--- config.mk ---
export PLATFORM = sky130hd
export DESIGN_NAME = audio_frame_header_parser_flat
export DESIGN_NICKNAME = d
export VERILOG_FILES = /design/src/rtl/audio_frame_header_parser_if.sv /design/src/rtl/audio_frame_header_parser.sv /design/src/flat_wrapper.sv
export SDC_FILE = /design/constraint.sdc
export NUM_CORES = 1
export LEC_CHECK = 0
export ABC_AREA = 1
export BUFFER_PORTS_ARGS = -buffer_cell sky130_fd_sc_hd__buf_4
export CORE_MARGIN = 4
export CORE_UTILIZATION = 50
export DETAILED_ROUTE_END_ITERATION = 7
export MAX_ROUTING_LAYER = met4
export PLACE_DENSITY = 0.77
export SLEW_MARGIN = 20
export SYNTH_ARGS = -nofsm -noshare
export SYNTH_HDL_FRONTEND = slang
export SYNTH_SLANG_ARGS = --single-unit
--- constraint.sdc ---
create_clock -name clock -period 3.9 [get_ports clock]
set_input_delay 0.195 -clock clock [delete_from_list [all_inputs] [get_ports clock]]
set_output_delay 0.195 -clock clock [all_outputs]
set_load 0.01 [all_outputs]
--- src/rtl/audio_frame_header_parser_if.sv ---
// Bus between the audio bitstream shifter/decoder side and the MPEG-1 audio frame header parser.
// The master side drives the bitstream window and control pulses; the parser is the slave.
interface audio_frame_header_parser_if #(
    parameter int BAD_CNT_WIDTH = 8
);
    logic                     Start_I;
    logic                     Abort_I;
    logic                     Next_I;
    logic                     Buffer_Empty_I;
    logic                     Audio_Shift_Busy_I;
    logic                     Audio_Byte_Allign_I;
    logic [15:0]              Audio_Data_I;
    logic [4:0]               Audio_Shift_En_O;
    logic                     Parser_Busy_O;
    logic                     Header_Valid_O;
    logic [19:0]              Header_O;
    logic [15:0]              CRC_O;
    logic [10:0]              Frame_Bytes_O;
    logic [BAD_CNT_WIDTH-1:0] Bad_Header_Count_O;

    modport master (
        output Start_I, Abort_I, Next_I, Buffer_Empty_I, Audio_Shift_Busy_I,
               Audio_Byte_Allign_I, Audio_Data_I,
        input  Audio_Shift_En_O, Parser_Busy_O, Header_Valid_O, Header_O, CRC_O,
               Frame_Bytes_O, Bad_Header_Count_O
    );

    modport slave (
        input  Start_I, Abort_I, Next_I, Buffer_Empty_I, Audio_Shift_Busy_I,
               Audio_Byte_Allign_I, Audio_Data_I,
        output Audio_Shift_En_O, Parser_Busy_O, Header_Valid_O, Header_O, CRC_O,
               Frame_Bytes_O, Bad_Header_Count_O
    );
endinterface

--- src/rtl/audio_frame_header_parser.sv ---
// MPEG-1 audio syncword search and 32-bit header capture/validation driving the bitstream shifter.
// Optional macro AUDIO_HDR_FRAMELEN_EN adds the Layer II frame length table (Frame_Bytes_O).
module audio_frame_header_parser #(
    parameter int SETTLE_CYCLES = 1,
    parameter int BAD_CNT_WIDTH = 8
) (
    input logic                        clock,
    input logic                        reset,
    audio_frame_header_parser_if.slave bus
);
    localparam logic [2:0] ST_IDLE   = 3'd0;
    localparam logic [2:0] ST_ALIGN  = 3'd1;
    localparam logic [2:0] ST_SEARCH = 3'd2;
    localparam logic [2:0] ST_CAP0   = 3'd3;
    localparam logic [2:0] ST_CAP1   = 3'd4;
    localparam logic [2:0] ST_CHECK  = 3'd5;
    localparam logic [2:0] ST_CRC    = 3'd6;
    localparam logic [2:0] ST_DONE   = 3'd7;

    localparam int                    SETTLE_W    = (SETTLE_CYCLES < 2) ? 1 : $clog2(SETTLE_CYCLES + 1);
    localparam logic [SETTLE_W-1:0]   SETTLE_LOAD = SETTLE_W'(SETTLE_CYCLES);
    localparam logic [BAD_CNT_WIDTH-1:0] BAD_MAX  = {BAD_CNT_WIDTH{1'b1}};

    logic [2:0]               state_reg;
    logic [SETTLE_W-1:0]      settle_reg;
    logic [1:0]               pending_reg;
    logic [1:0]               shift_en_reg;
    logic [19:0]              hdr_reg;
    logic [15:0]              crc_reg;
    logic [19:0]              header_out_reg;
    logic [15:0]              crc_out_reg;
    logic [10:0]              frame_calc_reg;
    logic [10:0]              frame_out_reg;
    logic [BAD_CNT_WIDTH-1:0] bad_cnt_reg;

    logic        settled;
    logic        shift_ok;
    logic        sync_found;
    logic        hdr_invalid;
    logic [10:0] frame_len;

    // The window is only trusted once the shifter has had time to react to the last pulse.
    assign settled     = (settle_reg == '0);
    assign shift_ok    = settled && !bus.Audio_Shift_Busy_I && !bus.Buffer_Empty_I;
    assign sync_found  = (bus.Audio_Data_I[15:4] == 12'hFFF);
    assign hdr_invalid = (hdr_reg[18:17] == 2'b00) || (hdr_reg[15:12] == 4'hF) ||
                         (hdr_reg[11:10] == 2'b11);

`ifdef AUDIO_HDR_FRAMELEN_EN
    localparam int KBPS  [14] = '{32, 48, 56, 64, 80, 96, 112, 128, 160, 192, 224, 256, 320, 384};
    localparam int FS_HZ [3]  = '{44100, 48000, 32000};

    logic [10:0] len_rom [42];
    logic [5:0]  rom_idx;

    // Lengths are elaboration-time constants: bitrate-major, sampling-frequency-minor.
    for (genvar gi = 0; gi < 42; gi++) begin : g_len_rom
        localparam int LEN = (144 * KBPS[gi / 3] * 1000) / FS_HZ[gi % 3];
        assign len_rom[gi] = 11'(LEN);
    end

    always_comb begin
        rom_idx   = 6'd0;
        frame_len = 11'd0;
        if (hdr_reg[19] && hdr_reg[18:17] == 2'b10 && hdr_reg[15:12] != 4'h0 &&
            hdr_reg[15:12] != 4'hF && hdr_reg[11:10] != 2'b11) begin
            rom_idx   = ({2'b00, hdr_reg[15:12]} - 6'd1) * 6'd3 + {4'b0000, hdr_reg[11:10]};
            frame_len = len_rom[rom_idx] + {10'd0, hdr_reg[9]};
        end
    end
`else
    assign frame_len = 11'd0;
`endif

    always_ff @(posedge clock) begin
        if (reset) begin
            state_reg      <= ST_IDLE;
            settle_reg     <= '0;
            pending_reg    <= 2'd0;
            shift_en_reg   <= 2'b00;
            hdr_reg        <= 20'd0;
            crc_reg        <= 16'd0;
            header_out_reg <= 20'd0;
            crc_out_reg    <= 16'd0;
            frame_calc_reg <= 11'd0;
            frame_out_reg  <= 11'd0;
            bad_cnt_reg    <= '0;
        end else if (bus.Abort_I) begin
            state_reg      <= ST_IDLE;
            settle_reg     <= '0;
            pending_reg    <= 2'd0;
            shift_en_reg   <= 2'b00;
            hdr_reg        <= 20'd0;
            crc_reg        <= 16'd0;
            header_out_reg <= 20'd0;
            crc_out_reg    <= 16'd0;
            frame_calc_reg <= 11'd0;
            frame_out_reg  <= 11'd0;
        end else begin
            shift_en_reg <= 2'b00;
            if (!settled) settle_reg <= settle_reg - 1'b1;

            case (state_reg)
                ST_IDLE: begin
                    if (bus.Start_I) state_reg <= ST_ALIGN;
                end
                ST_ALIGN: begin
                    if (settled && bus.Audio_Byte_Allign_I) begin
                        state_reg <= ST_SEARCH;
                    end else if (shift_ok) begin
                        shift_en_reg <= 2'b01;
                        settle_reg   <= SETTLE_LOAD;
                    end
                end
                ST_SEARCH: begin
                    if (settled && sync_found) begin
                        state_reg   <= ST_CAP0;
                        pending_reg <= 2'd2;
                    end else if (shift_ok) begin
                        shift_en_reg <= 2'b10;
                        settle_reg   <= SETTLE_LOAD;
                    end
                end
                ST_CAP0, ST_CAP1, ST_CRC: begin
                    // Window is unchanged until the first of the two byte shifts is issued.
                    if (pending_reg == 2'd2) begin
                        if (state_reg == ST_CAP0)      hdr_reg[19:16] <= bus.Audio_Data_I[3:0];
                        else if (state_reg == ST_CAP1) hdr_reg[15:0]  <= bus.Audio_Data_I;
                        else                           crc_reg        <= bus.Audio_Data_I;
                    end
                    if (pending_reg != 2'd0) begin
                        if (shift_ok) begin
                            shift_en_reg <= 2'b10;
                            settle_reg   <= SETTLE_LOAD;
                            pending_reg  <= pending_reg - 2'd1;
                        end
                    end else if (settled) begin
                        if (state_reg == ST_CAP0) begin
                            state_reg   <= ST_CAP1;
                            pending_reg <= 2'd2;
                        end else if (state_reg == ST_CAP1) begin
                            state_reg <= ST_CHECK;
                        end else begin
                            state_reg      <= ST_DONE;
                            header_out_reg <= hdr_reg;
                            crc_out_reg    <= crc_reg;
                            frame_out_reg  <= frame_calc_reg;
                        end
                    end
                end
                ST_CHECK: begin
                    frame_calc_reg <= frame_len;
                    if (hdr_invalid) begin
                        if (bad_cnt_reg != BAD_MAX) bad_cnt_reg <= bad_cnt_reg + 1'b1;
                        state_reg <= ST_SEARCH;
                    end else if (!hdr_reg[16]) begin
                        state_reg   <= ST_CRC;
                        pending_reg <= 2'd2;
                    end else begin
                        state_reg      <= ST_DONE;
                        header_out_reg <= hdr_reg;
                        crc_out_reg    <= 16'd0;
                        frame_out_reg  <= frame_len;
                    end
                end
                ST_DONE: begin
                    if (bus.Next_I) state_reg <= ST_SEARCH;
                end
                default: state_reg <= ST_IDLE;
            endcase
        end
    end

    assign bus.Audio_Shift_En_O   = {3'b000, shift_en_reg};
    assign bus.Parser_Busy_O      = (state_reg != ST_IDLE) && (state_reg != ST_DONE);
    assign bus.Header_Valid_O     = (state_reg == ST_DONE);
    assign bus.Header_O           = header_out_reg;
    assign bus.CRC_O              = crc_out_reg;
    assign bus.Frame_Bytes_O      = frame_out_reg;
    assign bus.Bad_Header_Count_O = bad_cnt_reg;
endmodule

--- src/flat_wrapper.sv ---
// flat-port wrapper written by rule: the top's interface ports become plain ports
module audio_frame_header_parser_flat 
#(
    parameter int SETTLE_CYCLES = 1,
    parameter int BAD_CNT_WIDTH = 8
)
  (clock, reset, bus_Start_I, bus_Abort_I, bus_Next_I, bus_Buffer_Empty_I, bus_Audio_Shift_Busy_I, bus_Audio_Byte_Allign_I, bus_Audio_Data_I, bus_Audio_Shift_En_O, bus_Parser_Busy_O, bus_Header_Valid_O, bus_Header_O, bus_CRC_O, bus_Frame_Bytes_O, bus_Bad_Header_Count_O);
  audio_frame_header_parser_if #(.BAD_CNT_WIDTH(BAD_CNT_WIDTH)) bus_i ();
  input logic clock;
  input logic reset;
  input wire logic [$bits(bus_i.Start_I)-1:0] bus_Start_I;
  input wire logic [$bits(bus_i.Abort_I)-1:0] bus_Abort_I;
  input wire logic [$bits(bus_i.Next_I)-1:0] bus_Next_I;
  input wire logic [$bits(bus_i.Buffer_Empty_I)-1:0] bus_Buffer_Empty_I;
  input wire logic [$bits(bus_i.Audio_Shift_Busy_I)-1:0] bus_Audio_Shift_Busy_I;
  input wire logic [$bits(bus_i.Audio_Byte_Allign_I)-1:0] bus_Audio_Byte_Allign_I;
  input wire logic [$bits(bus_i.Audio_Data_I)-1:0] bus_Audio_Data_I;
  output wire logic [$bits(bus_i.Audio_Shift_En_O)-1:0] bus_Audio_Shift_En_O;
  output wire logic [$bits(bus_i.Parser_Busy_O)-1:0] bus_Parser_Busy_O;
  output wire logic [$bits(bus_i.Header_Valid_O)-1:0] bus_Header_Valid_O;
  output wire logic [$bits(bus_i.Header_O)-1:0] bus_Header_O;
  output wire logic [$bits(bus_i.CRC_O)-1:0] bus_CRC_O;
  output wire logic [$bits(bus_i.Frame_Bytes_O)-1:0] bus_Frame_Bytes_O;
  output wire logic [$bits(bus_i.Bad_Header_Count_O)-1:0] bus_Bad_Header_Count_O;
  assign bus_i.Start_I = bus_Start_I;
  assign bus_i.Abort_I = bus_Abort_I;
  assign bus_i.Next_I = bus_Next_I;
  assign bus_i.Buffer_Empty_I = bus_Buffer_Empty_I;
  assign bus_i.Audio_Shift_Busy_I = bus_Audio_Shift_Busy_I;
  assign bus_i.Audio_Byte_Allign_I = bus_Audio_Byte_Allign_I;
  assign bus_i.Audio_Data_I = bus_Audio_Data_I;
  assign bus_Audio_Shift_En_O = bus_i.Audio_Shift_En_O;
  assign bus_Parser_Busy_O = bus_i.Parser_Busy_O;
  assign bus_Header_Valid_O = bus_i.Header_Valid_O;
  assign bus_Header_O = bus_i.Header_O;
  assign bus_CRC_O = bus_i.CRC_O;
  assign bus_Frame_Bytes_O = bus_i.Frame_Bytes_O;
  assign bus_Bad_Header_Count_O = bus_i.Bad_Header_Count_O;
  audio_frame_header_parser #(.SETTLE_CYCLES(SETTLE_CYCLES), .BAD_CNT_WIDTH(BAD_CNT_WIDTH)) u_core (.clock(clock), .reset(reset), .bus(bus_i));
endmodule
# Word-level counts from Yosys, hierarchy flattened
# Cells that the tools add are included.
# classes
add_sub_neg	3
bitwise	4
muxes	52
reduce_logical	24
n_eq_ne	27
# op_table
cell	n
2-to-1 mux 20 bit	6
2-to-1 mux 16 bit	6
2-to-1 mux 11 bit	6
one-hot mux 20 bit (2 select lines)	1
one-hot mux 16 bit (2 select lines)	1
2-to-1 mux 2 bit	12
2-to-1 mux 3 bit	8
one-hot mux 11 bit (2 select lines)	1
one-hot mux 3 bit (6 select lines)	1
!= test 2 bit (second input constant)	8
AND reduction 7 bit	2
== test 12 bit (second input constant)	1
== test 3 bit (second input constant)	4
one-hot mux 2 bit (3 select lines)	2
AND reduction 4 bit	3
adder 8 x 1 -> 8 bit (second input constant)	1
!= test 8 bit (second input constant)	1
2-to-1 mux 1 bit	7
== test 3 x 2 -> 1 bit (second input constant)	2
!= test 2 x 1 -> 1 bit (second input constant)	3
!= test 3 bit (second input constant)	2
AND reduction 6 bit	1
nonzero test 3 bit	2
logical AND 1 bit	5
other kinds (17)	24
# totals
regBits	99
output_inout_bits	62
wordCells	121
in_bits	24

# Longest topological paths before layout
# logic_depth
depth_word	6
depth_mapped	12
depth_no_buf	10

# Worst setup path before layout
# OpenSTA, ideal clock, no wires.
# synth_timing
path_type	register to register
startpoint	register u_core.bad_cnt_reg[0], in the netlist u_core.bus.Bad_Header_Count_O[0]
endpoint	register u_core.bad_cnt_reg[5], in the netlist u_core.bus.Bad_Header_Count_O[5]
setup_time_ns	0.116
slack_ns	2.357
path_buffers	0
required_ns	3.784
stages_incl_launch_ff	10
period_less_slack_ns	1.543
arrival_ns	1.428
path_cell_list	dfxtp_1 -> ha_1 -> nand2_1 -> nor2_1 -> nand4_1 -> nand3_4 -> clkinv_2 -> nand2_1 -> nand2_1 -> and3_1
# synth_via
elab_chain_cells	2
elab_cells_between_ends	3
classes_between	add/sub (1); eq/ne (1); reduce/logical (1)
# synth_lines
element	line_no	rtl
start: declaration	audio_frame_header_parser.sv:34	logic [BAD_CNT_WIDTH-1:0] bad_cnt_reg;
start signal: assignment	audio_frame_header_parser.sv:154	if (bad_cnt_reg != BAD_MAX) bad_cnt_reg <= bad_cnt_reg + 1'b1;
parallel branches: the longest is 2 deep, another holds adder 8 x 1 -> 8 bit	n/a	
# Parallel ways; which one is timed is not known.
# A chain may end at the register's enable or synchronous reset.

# Worst setup path after layout
# layout_timing
startpoint	register u_core.pending_reg[0]
endpoint	register u_core.hdr_reg[5]
# layout_via
elab_chain_cells	2
# layout_lines
element	line_no	rtl
start: declaration	audio_frame_header_parser.sv:26	logic [1:0] pending_reg;
start signal: assignment	audio_frame_header_parser.sv:135	pending_reg <= pending_reg - 2'd1;
== test 2 bit	audio_frame_header_parser.sv:126	if (pending_reg == 2'd2) begin
AND reduction 4 bit (no source line)	n/a	
end signal: assignment	audio_frame_header_parser.sv:128	else if (state_reg == ST_CAP1) hdr_reg[15:0] <= bus.Audio_Data_I;
end: declaration	audio_frame_header_parser.sv:28	logic [19:0] hdr_reg;
# Every way passes these cells.

==> impl_metrics.toml <==
[hold_path]
hold_path_end = "u_core.bus.Bad_Header_Count_O[7]"
hold_class = "input pin to flop"
hold_start = "reset"
whs_path_depth = 2

[floorplanning]
io_pins = 86
die_y_um = 96.05
die_x_um = 96.05
core.rowCount = 31
dieArea_um2 = 9225
core_um2 = 7408
start_util_pct = 52.32

[global_route]
grt_first_pass_wirelength_um = 14780
busiest_layer = "met2"
grt_pass1_vias = 3122
met1_usage_pct = 27.50
use_met3_pct = 3.831
grt_remaining_overflow = 0
grt_use_total_pct = 20.93
grtUsageMet2_pct = 33.24
grt_max_degree = 60
antenna_found_initial = 0

[power]
power_mw = 1.812
ir_drop_mv = 0.2153
power.leakage_nw = 1.909
power.density_nw_per_um2 = 400.4

[setup_path]
path_cells = "inv_1, ha_1, nand3_1, o21ai_0, a21oi_1"
cp_top_family = "simple AND/OR/NAND/NOR gates"
r2r_cells = 5
cp_max_fo = 32
cp.required_ns = 4.09
crit_type = "flop to flop"
cpPeakStageDelay_ns = 0.83
cp-start-kind = "flop"
critPathSlowestCell = "nand3_1"
r2r_end = "u_core.hdr_reg[5]"
startpoint = "u_core.pending_reg[0]"
critPathArrivalTime_ns = 2.77
r2r-start = "u_core.pending_reg[0]"
rrSetupSlack_ns = 1.32
worst-path-buf-inv = 1
cp-end-kind = "flop"

[drt]
drtIter0Drc = 204
route.detailed.wl_per_inst_um = 13.51
first_pass_iters = 5
post_drt_via_cell_ratio = 5.058
wirelength_um = 9120
ant_nets = 0
route.detailed.drc = 0
vias = 3414

[yosys]
syn_inst = 515
synth.distinct_cells = 34
synthesis.area_um2 = 3876
synth_area_leaders = "dfxtp_1, nor2_1, a21oi_1"
ys.warnings.count = 0
netlist_top_cells_count = "nor2_1, dfxtp_1, nand2_1"
yosysMostFrequentCell = "nor2_1"
ys.flop_type = "dfxtp_1"
postSynthAreaPerCell_um2 = 7.527
yosysSeqAreaShare_pct = 45.45
yosys.area.top_type = "dfxtp_1"
synth_top_area_share_pct = 45.45
ys_ff_latch = 88
synth_edf_count = 0
ys_async_sr_fraction_pct = 0

[sta]
fin_hold_ws_ns = 0.06447
rsz0062_at_grt = "no"
finalHoldViolCount = 0
setup_ws_ns = 1.318
fmax_ghz = 0.3873
period_share_pct = 66.20
slew_viol_final = 0
layout_min_cycle_time_ns = 2.582
setup_tns_ns = 0
worst_slew_pin_slew_ns = 0.9758
finClkSkew_ns = 0.01125
setup_viol = 0
slew_headroom_pct = 34.76

[cts]
postCtsHoldBufs = 0
numCtsBuffers = 9
post-cts-setup-buffers = 0
clk_latency_ns = 0.35
root_buffer = "clkbuf_8"
cts_repair_resize_count = 0
h-tree-depth = 3
clock-sinks = 88
cts.reportedPaths.clkPinSlew_ns = 0.09
cts_tree = "done"
cts_buffer_depth = 2

[cells_and_area]
antenna_cells = 0
layout-drive-gt1-share_pct = 19.10
nNetsFinal = 600
syn_to_final_growth_pct = 16.75
final_cell_count_no_fill = 675

[run]
cap_violations = 0

[placed_design]
hpwl_um = 6477
place_ws_ns = 1.380
dp.cells = 660
place_congestion = 0.8722
port_buffers = 71

[run_status]
status = "completed"
==> layer usage <==
| layer | up-vias | part of all wire, % |
|---|---|---|
| met5 | - | 0 |
| met4 | 0 | 1.4 |
| met3 | 14 | 4.8 |
| met2 | 96 | 47 |
| met1 | 1555 | 47 |
| li1 | 1749 | - |
==> worst reg2reg max path, delay by kind of cell, from the launching register on <==
kind                     cells  cell delay [ns]
AND/OR/NAND/NOR              1             0.83
adder cells (fa/ha/maj)      1             0.61
AO/OA/AOI/OAI                2             0.57
buffers and inverters        1             0.10
flip-flops                   1             0.32
==> cell families after synthesis <==
kind of cell	after synthesis	synth area share (%)
AND/OR/NAND/NOR	216	25.66
adder cells (fa/ha/maj)	4	1.291
flip-flops	88	45.45
AO/OA/AOI/OAI	120	15.82
buffers and inverters	84	11.23
XOR/XNOR	2	0.4520
other	1	0.09674
==> per-stage QoR <==
stage	cell area [µm²]	util [%]
2_1_floorplan	3925	-
3_3_place_gp	4334	58.50
3_5_place_dp	4334	58.50
4_1_cts	4526	61.09
5_1_grt	4526	61.09
6_report	4526	61.09
==> where the power goes <==
group          total, mW  switching [mW]  internal [mW]
clock network      0.631           0.335          0.296
registers          0.939          0.0186          0.920
logic              0.243           0.155         0.0878
total               1.81           0.508           1.30
==> cell usage in the layout, fill, tap and decap left out, types with 7 or more instances in the layout <==
cell	Yosys	layout
a21oi_1	60	60
nor3_1	7	7
o21ai_1	29	29
nand2_1	68	68
nor2_1	90	89
dfxtp_1	88	88
conb_1	1	14
nand3_1	28	28
clkbuf_8	0	9
inv_1	40	40
buf_4	17	72
o21ai_0	29	29
==> worst max path at each step <==
stage                                                  end  slack (ns)  cells after the start
after CTS                                u_core.hdr_reg[5]        1.38                      5
final                                    u_core.hdr_reg[5]        1.32                      5
after global routing                     u_core.hdr_reg[5]        1.01                      5
after floorplan           u_core.bus.Bad_Header_Count_O[5]        2.36                      9
after global placement                   u_core.hdr_reg[3]        1.61                      5
after detailed placement                 u_core.hdr_reg[5]        1.38                      5
==> layout make-up <==
| type | count | area [µm²] |
|---|---|---|
| fill | 682 | 2883 |
| sequential | 88 | 1762 |
| multi-input combinational | 356 | 1735 |
| timing repair buffer | 72 | 540.5 |
| inverter | 45 | 172.7 |
| clock buffer | 9 | 123.9 |
| tap | 99 | 123.9 |
| clock inverter | 6 | 67.56 |
Note: power is estimated with default switching activity, not from simulation.
